### src/rtl/bp_pkg.sv
// Shared helpers for the branch predictor: PC index/tag extraction and
// direction-counter constants.
package bp_pkg;

  localparam int PC_MAX_W = 64;

  typedef logic [PC_MAX_W-1:0] pc_max_t;

  function automatic pc_max_t bp_index(input pc_max_t pc, input int idx_w);
    pc_max_t mask_v;
    mask_v = (64'd1 << idx_w) - 64'd1;
    return (pc >> 2) & mask_v;
  endfunction

  function automatic pc_max_t bp_tag(input pc_max_t pc, input int idx_w);
    return pc >> (idx_w + 32'sd2);
  endfunction

  // Weakly-taken is the lowest counter value whose MSB is set.
  function automatic int weak_taken(input int ctr_bits);
    return 32'sd1 << (ctr_bits - 32'sd1);
  endfunction

  function automatic int ctr_max(input int ctr_bits);
    return (32'sd1 << ctr_bits) - 32'sd1;
  endfunction

endpackage

### src/rtl/sat_counter.sv
// Combinational saturating up/down step; inc and dec together hold the value.
module sat_counter #(
  parameter int W = 2
) (
  input  logic [W-1:0] cur,
  input  logic         inc,
  input  logic         dec,
  output logic [W-1:0] nxt
);

  // Next value clamped at all-ones on increment and at zero on decrement
  always_comb begin
    nxt = cur;
    if (inc && !dec) begin
      if (cur != {W{1'b1}}) nxt = cur + W'(1'b1);
      else                  nxt = cur;
    end else if (dec && !inc) begin
      if (cur != {W{1'b0}}) nxt = cur - W'(1'b1);
      else                  nxt = cur;
    end else begin
      nxt = cur;
    end
  end

endmodule

### src/rtl/branch_predictor.sv
// Direct-mapped BTB with saturating direction counters: zero-latency lookup
// from IF, training from resolved branches in MEM, plus branch/mispredict totals.
module branch_predictor
  import bp_pkg::*;
#(
  parameter int XLEN     = 32,
  parameter int ENTRIES  = 16,
  parameter int CTR_BITS = 2,
  parameter int INIT_CTR = 1,
  parameter int CNT_W    = 32
) (
  input  logic             clk,
  input  logic             rst,
  input  logic [XLEN-1:0]  lookup_pc,
  output logic             pred_taken,
  output logic [XLEN-1:0]  pred_target,
  input  logic             upd_valid,
  input  logic [XLEN-1:0]  upd_pc,
  input  logic             upd_taken,
  input  logic [XLEN-1:0]  upd_target,
  input  logic             upd_mispred,
  output logic [CNT_W-1:0] br_count,
  output logic [CNT_W-1:0] mispred_count
);

  localparam int IDX_W = $clog2(ENTRIES);
  localparam int TAG_W = XLEN - IDX_W - 2;
  localparam logic [CTR_BITS-1:0] CTR_WEAK = CTR_BITS'(weak_taken(CTR_BITS));
  localparam logic [CTR_BITS-1:0] CTR_INIT = CTR_BITS'(INIT_CTR);

  typedef struct packed {
    logic                valid;
    logic [TAG_W-1:0]    tag;
    logic [XLEN-1:0]     target;
    logic [CTR_BITS-1:0] ctr;
  } bp_entry_t;

  bp_entry_t        tbl_r [ENTRIES];
  logic [CNT_W-1:0] br_count_r;
  logic [CNT_W-1:0] mispred_count_r;

  logic [IDX_W-1:0]    lk_idx_s;
  logic [TAG_W-1:0]    lk_tag_s;
  bp_entry_t           lk_ent_s;
  logic                lk_hit_s;
  logic [IDX_W-1:0]    up_idx_s;
  logic [TAG_W-1:0]    up_tag_s;
  bp_entry_t           up_ent_s;
  logic                up_hit_s;
  logic [CTR_BITS-1:0] up_ctr_nxt_s;
  logic [CNT_W-1:0]    br_nxt_s;
  logic [CNT_W-1:0]    mispred_nxt_s;

  assign lk_idx_s = IDX_W'(bp_index(PC_MAX_W'(lookup_pc), IDX_W));
  assign lk_tag_s = TAG_W'(bp_tag(PC_MAX_W'(lookup_pc), IDX_W));
  assign up_idx_s = IDX_W'(bp_index(PC_MAX_W'(upd_pc), IDX_W));
  assign up_tag_s = TAG_W'(bp_tag(PC_MAX_W'(upd_pc), IDX_W));
  assign lk_ent_s = tbl_r[lk_idx_s];
  assign up_ent_s = tbl_r[up_idx_s];
  assign up_hit_s = up_ent_s.valid && (up_ent_s.tag == up_tag_s);

  // Prediction reads current table state, so a same-cycle update is seen next cycle
  always_comb begin
    lk_hit_s   = lk_ent_s.valid && (lk_ent_s.tag == lk_tag_s);
    pred_taken = lk_hit_s && lk_ent_s.ctr[CTR_BITS-1];
    if (pred_taken) pred_target = lk_ent_s.target;
    else            pred_target = '0;
  end

  sat_counter #(.W(CTR_BITS)) u_dir_ctr (
    .cur (up_ent_s.ctr),
    .inc (upd_taken),
    .dec (!upd_taken),
    .nxt (up_ctr_nxt_s)
  );

  sat_counter #(.W(CNT_W)) u_br_cnt (
    .cur (br_count_r),
    .inc (upd_valid),
    .dec (1'b0),
    .nxt (br_nxt_s)
  );

  sat_counter #(.W(CNT_W)) u_mispred_cnt (
    .cur (mispred_count_r),
    .inc (upd_valid && upd_mispred),
    .dec (1'b0),
    .nxt (mispred_nxt_s)
  );

  // Table training and performance counters; reset wins over a concurrent update
  always_ff @(posedge clk) begin
    if (rst) begin
      for (int i = 0; i < ENTRIES; i++) begin
        tbl_r[i].valid  <= 1'b0;
        tbl_r[i].tag    <= '0;
        tbl_r[i].target <= '0;
        tbl_r[i].ctr    <= CTR_INIT;
      end
      br_count_r      <= '0;
      mispred_count_r <= '0;
    end else begin
      if (upd_valid) begin
        if (up_hit_s) begin
          tbl_r[up_idx_s].ctr <= up_ctr_nxt_s;
          if (upd_taken) tbl_r[up_idx_s].target <= upd_target;
        end else if (upd_taken) begin
          // Not-taken misses never allocate, keeping cold branches out of the table
          tbl_r[up_idx_s].valid  <= 1'b1;
          tbl_r[up_idx_s].tag    <= up_tag_s;
          tbl_r[up_idx_s].target <= upd_target;
          tbl_r[up_idx_s].ctr    <= CTR_WEAK;
        end
      end
      br_count_r      <= br_nxt_s;
      mispred_count_r <= mispred_nxt_s;
    end
  end

  assign br_count      = br_count_r;
  assign mispred_count = mispred_count_r;

endmodule
### config.mk
export PLATFORM = sky130hd
export DESIGN_NAME = branch_predictor
export DESIGN_NICKNAME = d
export VERILOG_FILES = /design/src/rtl/bp_pkg.sv /design/src/rtl/sat_counter.sv /design/src/rtl/branch_predictor.sv
export SDC_FILE = /design/constraint.sdc
export NUM_CORES = 2
export LEC_CHECK = 0
export ABC_AREA = 1
export CORE_ASPECT_RATIO = 1.4
export CORE_MARGIN = 1
export CORE_UTILIZATION = 45
export CTS_BUF_LIST = sky130_fd_sc_hd__clkbuf_4
export DETAILED_ROUTE_END_ITERATION = 7
export GPL_TIMING_DRIVEN = 0
export MAX_ROUTING_LAYER = met4
export SYNTH_ARGS = -nofsm -noshare
export SYNTH_HDL_FRONTEND = slang
export SYNTH_SLANG_ARGS = --single-unit
### constraint.sdc
create_clock -name clk -period 8.9 [get_ports clk]
set_input_delay 1.78 -clock clk [delete_from_list [all_inputs] [get_ports clk]]
set_output_delay 1.78 -clock clk [all_outputs]
set_load 0.005 [all_outputs]
# Yosys cells after proc, flatten, opt, wreduce, memory -nomap -nowiden
# Memories as Yosys holds them, arrays and structs flattened.
# Cells that the tools add are included.
[classes]
n_addsub = 4
eq_ne = 5
muxes = 24
n_bitwise = 2
n_reduce_logical = 8
[op_table]
columns = ["operator", "count"]
rows = [
  ["$add A32 B1 Y32 const B", 2],
  ["$mux W32", 2],
  ["$ne A32 B32 Y1 const B", 2],
  ["$mux W61", 1],
  ["$reduce_or A61 Y1", 1],
  ["$eq A26 B26 Y1", 2],
  ["$mux W1", 15],
  ["$mux W2", 4],
  ["$logic_and A1 B1 Y1", 4],
  ["$mux W4", 1],
  ["$reduce_and A2 Y1", 2],
  ["$mux W3", 1],
  ["$add A2 B1 Y2 const B", 1],
  ["$ne A2 B2 Y1 const B", 1],
  ["$or A1 B1 Y1", 2],
  ["$reduce_bool A2 Y1", 1],
  ["$sub A2 B1 Y2 const B", 1],
]
[totals]
regBits = 64
ram_bits = 976
out_inout_bits = 97
mem_count = 1
[mem_list]
columns = ["name", "words", "word_bits", "read_ports", "rd_clocked_by_memory_dff", "write_ports", "line", "source"]
rows = [
  ["tbl_r", 16, 61, 2, 0, 16, "branch_predictor.sv:38", "bp_entry_t tbl_r [ENTRIES];"],
]

# Logic depth before layout (Yosys ltp)
# An unclocked memory read counts as a cell.
[logic_depth]
depth_word = 10
ltp_mapped = 23
mapped_depth_nobuf = 19

# Modules after synthesis
# Synthesis repeated with hierarchy kept, for this count alone.
[hier_totals]
cells_unflattened = 6719
hier_area_um2 = 55454.4
[modules_own_cells]
columns = ["module", "n_inst", "cells_per_inst", "area_per_inst_um2", "seq_area_each_um2"]
rows = [
  ["branch_predictor", 1, 5642, 50583.5, 30429.2],
  ["sat_counter (u_br_cnt ...)", 2, 530, 2398.6, 0.0],
  ["sat_counter (u_dir_ctr)", 1, 17, 73.8, 0.0],
]

# Worst setup path before layout
# Ideal clock, no wire load.
[synth_path]
path_type = "input -> output"
startpoint = "in lookup_pc[2]"
endpoint = "out pred_target[22]"
arrival_ps = 3695
t_required_ps = 7120
slack_ps = 3425
path_stages = 13
path_buffers = 4
path_cell_list = "buf_2 > inv_2 > buf_2 > clkbuf_1 > o21ai_0 > o211ai_1 > nand3_1 > nand3_1 > nand4_1 > nor3_1 > nand3_1 > clkbuf_1 > nor3_1"
[synth_via]
elab_chain_cells = 5
[synth_lines]
columns = ["item", "line", "source"]
rows = [
  ["start: declaration", "branch_predictor.sv:14", "input logic [XLEN-1:0] lookup_pc,"],
  ["$mem_v2 Z16 W61 (*)", "--", ""],
  ["$eq A26 B26 Y1", "branch_predictor.sv:64", "lk_hit_s = lk_ent_s.valid && (lk_ent_s.tag == lk_tag_s);"],
  ["$logic_and A1 B1 Y1", "branch_predictor.sv:64", ""],
  ["$logic_and A1 B1 Y1", "branch_predictor.sv:65", "pred_taken = lk_hit_s && lk_ent_s.ctr[CTR_BITS-1];"],
  ["$mux W32 (*)", "branch_predictor.sv:66", "if (pred_taken) pred_target = lk_ent_s.target;"],
  ["end: declaration", "branch_predictor.sv:16", "output logic [XLEN-1:0] pred_target,"],
]
# Mark *: on every way between the ends. The rest lies on a longest branch, timed or not.

# Worst setup path in the final report
[layout_path]
startpoint = "in lookup_pc[3]"
endpoint = "out pred_target[28]"
# Same word-level chain as after synthesis.

==> flow_summary.rst <==
.. list-table::
   :header-rows: 1

   * - Metric
     - Value
   * - Yosys top cell by area
     - sky130_fd_sc_hd__edfxtp_1
   * - Largest net degree at the start of global routing
     - 33
   * - Final Cycle Share
     - 102%
   * - Initial core utilization
     - 45.3%
   * - Number of unique standard cell types used by synthesis
     - 49
   * - All-Layer GR Usage
     - 49.4%
   * - Average detailed-routed wire length per instance
     - 34.4 um
   * - Cell area power density
     - 194 nW/um^2
   * - Gate Count Post-Synth
     - 5940
   * - Largest fanout on the critical path
     - 10
   * - Via-to-Cell Ratio
     - 6.21
   * - Nets
     - 6552
   * - Post-route DRC
     - 7
   * - Fraction of the yosys area taken by sequential cells
     - 58.6%
   * - Global-route wire length before repair
     - 377 mm
   * - Worst endpoint required time
     - 7.12 ns
   * - Via count
     - 50700
   * - Post-CTS resize count
     - 10
   * - Aggregate global routing overflow
     - 0
   * - Skew-Pair Late Insertion Delay
     - 1.38 ns
   * - First-pass iteration count of the detailed router
     - 8
   * - Cell at the root of the clock tree
     - sky130_fd_sc_hd__clkbuf_4
   * - Top cell type's share of synthesized area
     - 55.5%
   * - Max Fclk
     - 0.111 GHz
   * - Final HPWL from detailed placement
     - 195 mm
   * - Die outline width
     - 289 um
   * - Failing checks
     - DRC, capacitance limit, slew limit, setup timing
   * - Number of DRC markers in iteration 0
     - 6798
   * - Design Area, Final
     - 59900 um^2
   * - Via count of the first global-routing pass
     - 48100
   * - Hold-fix buffers at CTS
     - 0
   * - PnR worst setup slack
     - -0.140 ns
   * - Die Ht
     - 404 um
   * - Total instance count after detailed placement
     - 7645
   * - Yosys warning total
     - 0
   * - Unrepaired setup endpoints after global routing
     - no
   * - Sink Count
     - 1040
   * - Min-delay worst type
     - flop to flop
   * - Leakage power summed over all cells
     - 23.4 nW
   * - Final cell count without fillers
     - 8170
   * - Synthesis-stage register bit count
     - 1040
   * - Peak supply drop
     - 0.158 mV
   * - Number of antenna violations at the first check in global routing
     - 25
   * - Number of max-cap violations
     - 20
   * - Net count after synthesis
     - 6043
   * - Headroom to the max-slew limit
     - -15.3%
   * - Setup Skew
     - 0.0914 ns
   * - Layout overhead on the synthesized area
     - 15.3%
   * - Avg Inst Size Synth
     - 8.75 um^2
   * - ANT nets after route
     - 0
   * - TritonCTS clock tree
     - built
   * - Count of standard-cell rows
     - 147
   * - Total of endpoints with negative setup slack in the final report
     - 9
   * - Cts bufs inserted
     - 290
   * - Buffer depth of the longest clock path
     - 4
   * - Layout cells sized above 1
     - 9.98%
   * - CTS clock-pin slew for the worst setup and hold paths
     - 0.06 ns
   * - Min Clock Period, post-route
     - 9.04 ns
   * - Synth top area cells
     - sky130_fd_sc_hd__edfxtp_1 55%, sky130_fd_sc_hd__nand2_1 12%, sky130_fd_sc_hd__nor2_1 9.9%
   * - Summed instance area of the synthesized netlist
     - 51900 um^2
   * - Crit path capture type
     - output pin
   * - Total chip power
     - 0.0116 W
   * - Die area
     - 117000 um^2
   * - Buffers on Ports
     - 189
   * - Total count of hold-check failures in the final report
     - 0
   * - Slew at the pin closest to its max-slew limit
     - 1.73 ns
   * - Placer congestion estimate
     - 1.08
   * - Post-CTS Setup Bufs
     - 0
   * - Data arrival at the endpoint of the critical path
     - 7.26 ns
   * - Kind of launch point of the worst setup path
     - primary input
   * - Cell Area, Placed
     - 56300 um^2
   * - H-tree levels
     - 5
   * - Core region area
     - 115000 um^2
   * - Top-Level Pins
     - 198
   * - Leading cell type in the layout, fill and taps excluded
     - sky130_fd_sc_hd__nand2_1
   * - Commonest cells after routing, fill and taps aside
     - 1591 x sky130_fd_sc_hd__nand2_1, 1364 x sky130_fd_sc_hd__nor2_1, 960 x sky130_fd_sc_hd__edfxtp_1
   * - Count of pins over their slew limit
     - 212
   * - Result of the run
     - finished, violations left
   * - Worst Path Class, Setup
     - primary input to output pin
   * - Total detailed-routing wirelength
     - 281 mm
power by group:
part | switching [W] | total (W) | internal (W) | leakage (nW)
clock | 0.00219 | 0.00432 | 0.00213 | 2.04
sequential | 0.000116 | 0.00569 | 0.00557 | 9.79
combinational | 0.00125 | 0.00160 | 0.000345 | 11.6
total | 0.00356 | 0.0116 | 0.00805 | 23.4
worst max-delay path, stage by stage:
cell                              delay [ns]
sky130_fd_sc_hd__clkdlybuf4s50_1        0.49
sky130_fd_sc_hd__buf_2                  0.21
sky130_fd_sc_hd__buf_2                  0.48
sky130_fd_sc_hd__buf_2                  0.53
sky130_fd_sc_hd__clkbuf_1               0.83
sky130_fd_sc_hd__buf_2                  0.56
sky130_fd_sc_hd__buf_2                  0.39
sky130_fd_sc_hd__a21oi_1                0.08
sky130_fd_sc_hd__a221oi_1               0.75
sky130_fd_sc_hd__o31ai_1                0.33
sky130_fd_sc_hd__nor3_1                 0.27
sky130_fd_sc_hd__clkdlybuf4s50_1        0.53
state kept, by name, indices dropped and copies added, names as in the netlist:
register	flops
mispred_count	32
br_count	32
tbl_r	976
layer usage:
layer,share of wire (%),wire length [um],GRT usage [%]
met4,13,35600,51.6
met3,10,28800,14.5
met5,0,0,-
met2,46,128000,74.5
met1,31,88400,49.2
layout make-up:
class                   instances  area (um^2)
well taps                    1490         1860
multi-input cells            4229        18800
repair buffers                217         2450
fillers                     11100        54700
clock buffers                 409         3070
clock inverters                70          298
diodes                         44          110
plain buffers                 447         2050
flip-flops and latches       1040        30400
inverters                     224          841
synth_stat cells (all sizes together):
library cell	count
nand2	1627
nor2	1367
edfxtp	960
a21oi	337
o21ai	320
clkbuf	303
inv	195
buf	144
nand3	143
a221oi	122
o211ai	84
dfxtp	80
nor3	67
o31ai	32
clkinv	29
nand4	25
o2111ai	15
a22oi	13
o221ai	13
o22ai	10
xnor2	10
nor3b	8
a31oi	7
o21a	7
xor2	6
nor4	4
and2	2
and3	2
ha	2
a211oi	1
a21o	1
a22o	1
a32oi	1
nand3b	1
or3	1
path summary, 6_finish.rpt:
kind / cells after the start / to / start / slack, ns
worst max register to register: 16 / tbl_r[3][48] / tbl_r[7][50] / 4.27
worst min-delay path: 2 / mispred_count[4] / mispred_count[4] / 0.47
worst min register to register: 2 / mispred_count[4] / mispred_count[4] / 0.47
worst max-delay path: 12 / pred_target[28] / lookup_pc[3] / -0.14
kinds of logic (layout without fill, tap and decap cells):
logic type | after synthesis | in the layout | synth area share (%)
AO/OA/AOI/OAI | 964 | 964 | 11.1
XOR/XNOR | 16 | 16 | 0.270
adder cells (fa/ha/maj) | 2 | 2 | 0.0482
buffers and inverters | 671 | 1367 | 5.45
flip-flops | 1040 | 1040 | 58.6
other | 0 | 44 | 0
AND/OR/NAND/NOR | 3247 | 3247 | 24.5
metrics by stage:
step | utilization [%] | worst slack [ns] | setup TNS [ns] | hold slack, ns
2_1_floorplan | - | 3.43 | 0 | 0.442
6_report | 52.3 | -0.140 | -0.786 | 0.469
3_5_place_dp | 49.2 | -0.322 | -1.88 | 0.458
5_1_grt | 52.2 | 0.0644 | 0 | 0.492
3_3_place_gp | 48.6 | -0.405 | -3.30 | 0.451
4_1_cts | 52.1 | 0.00958 | 0 | 0.470
Note: power is estimated with default switching activity, not from simulation.
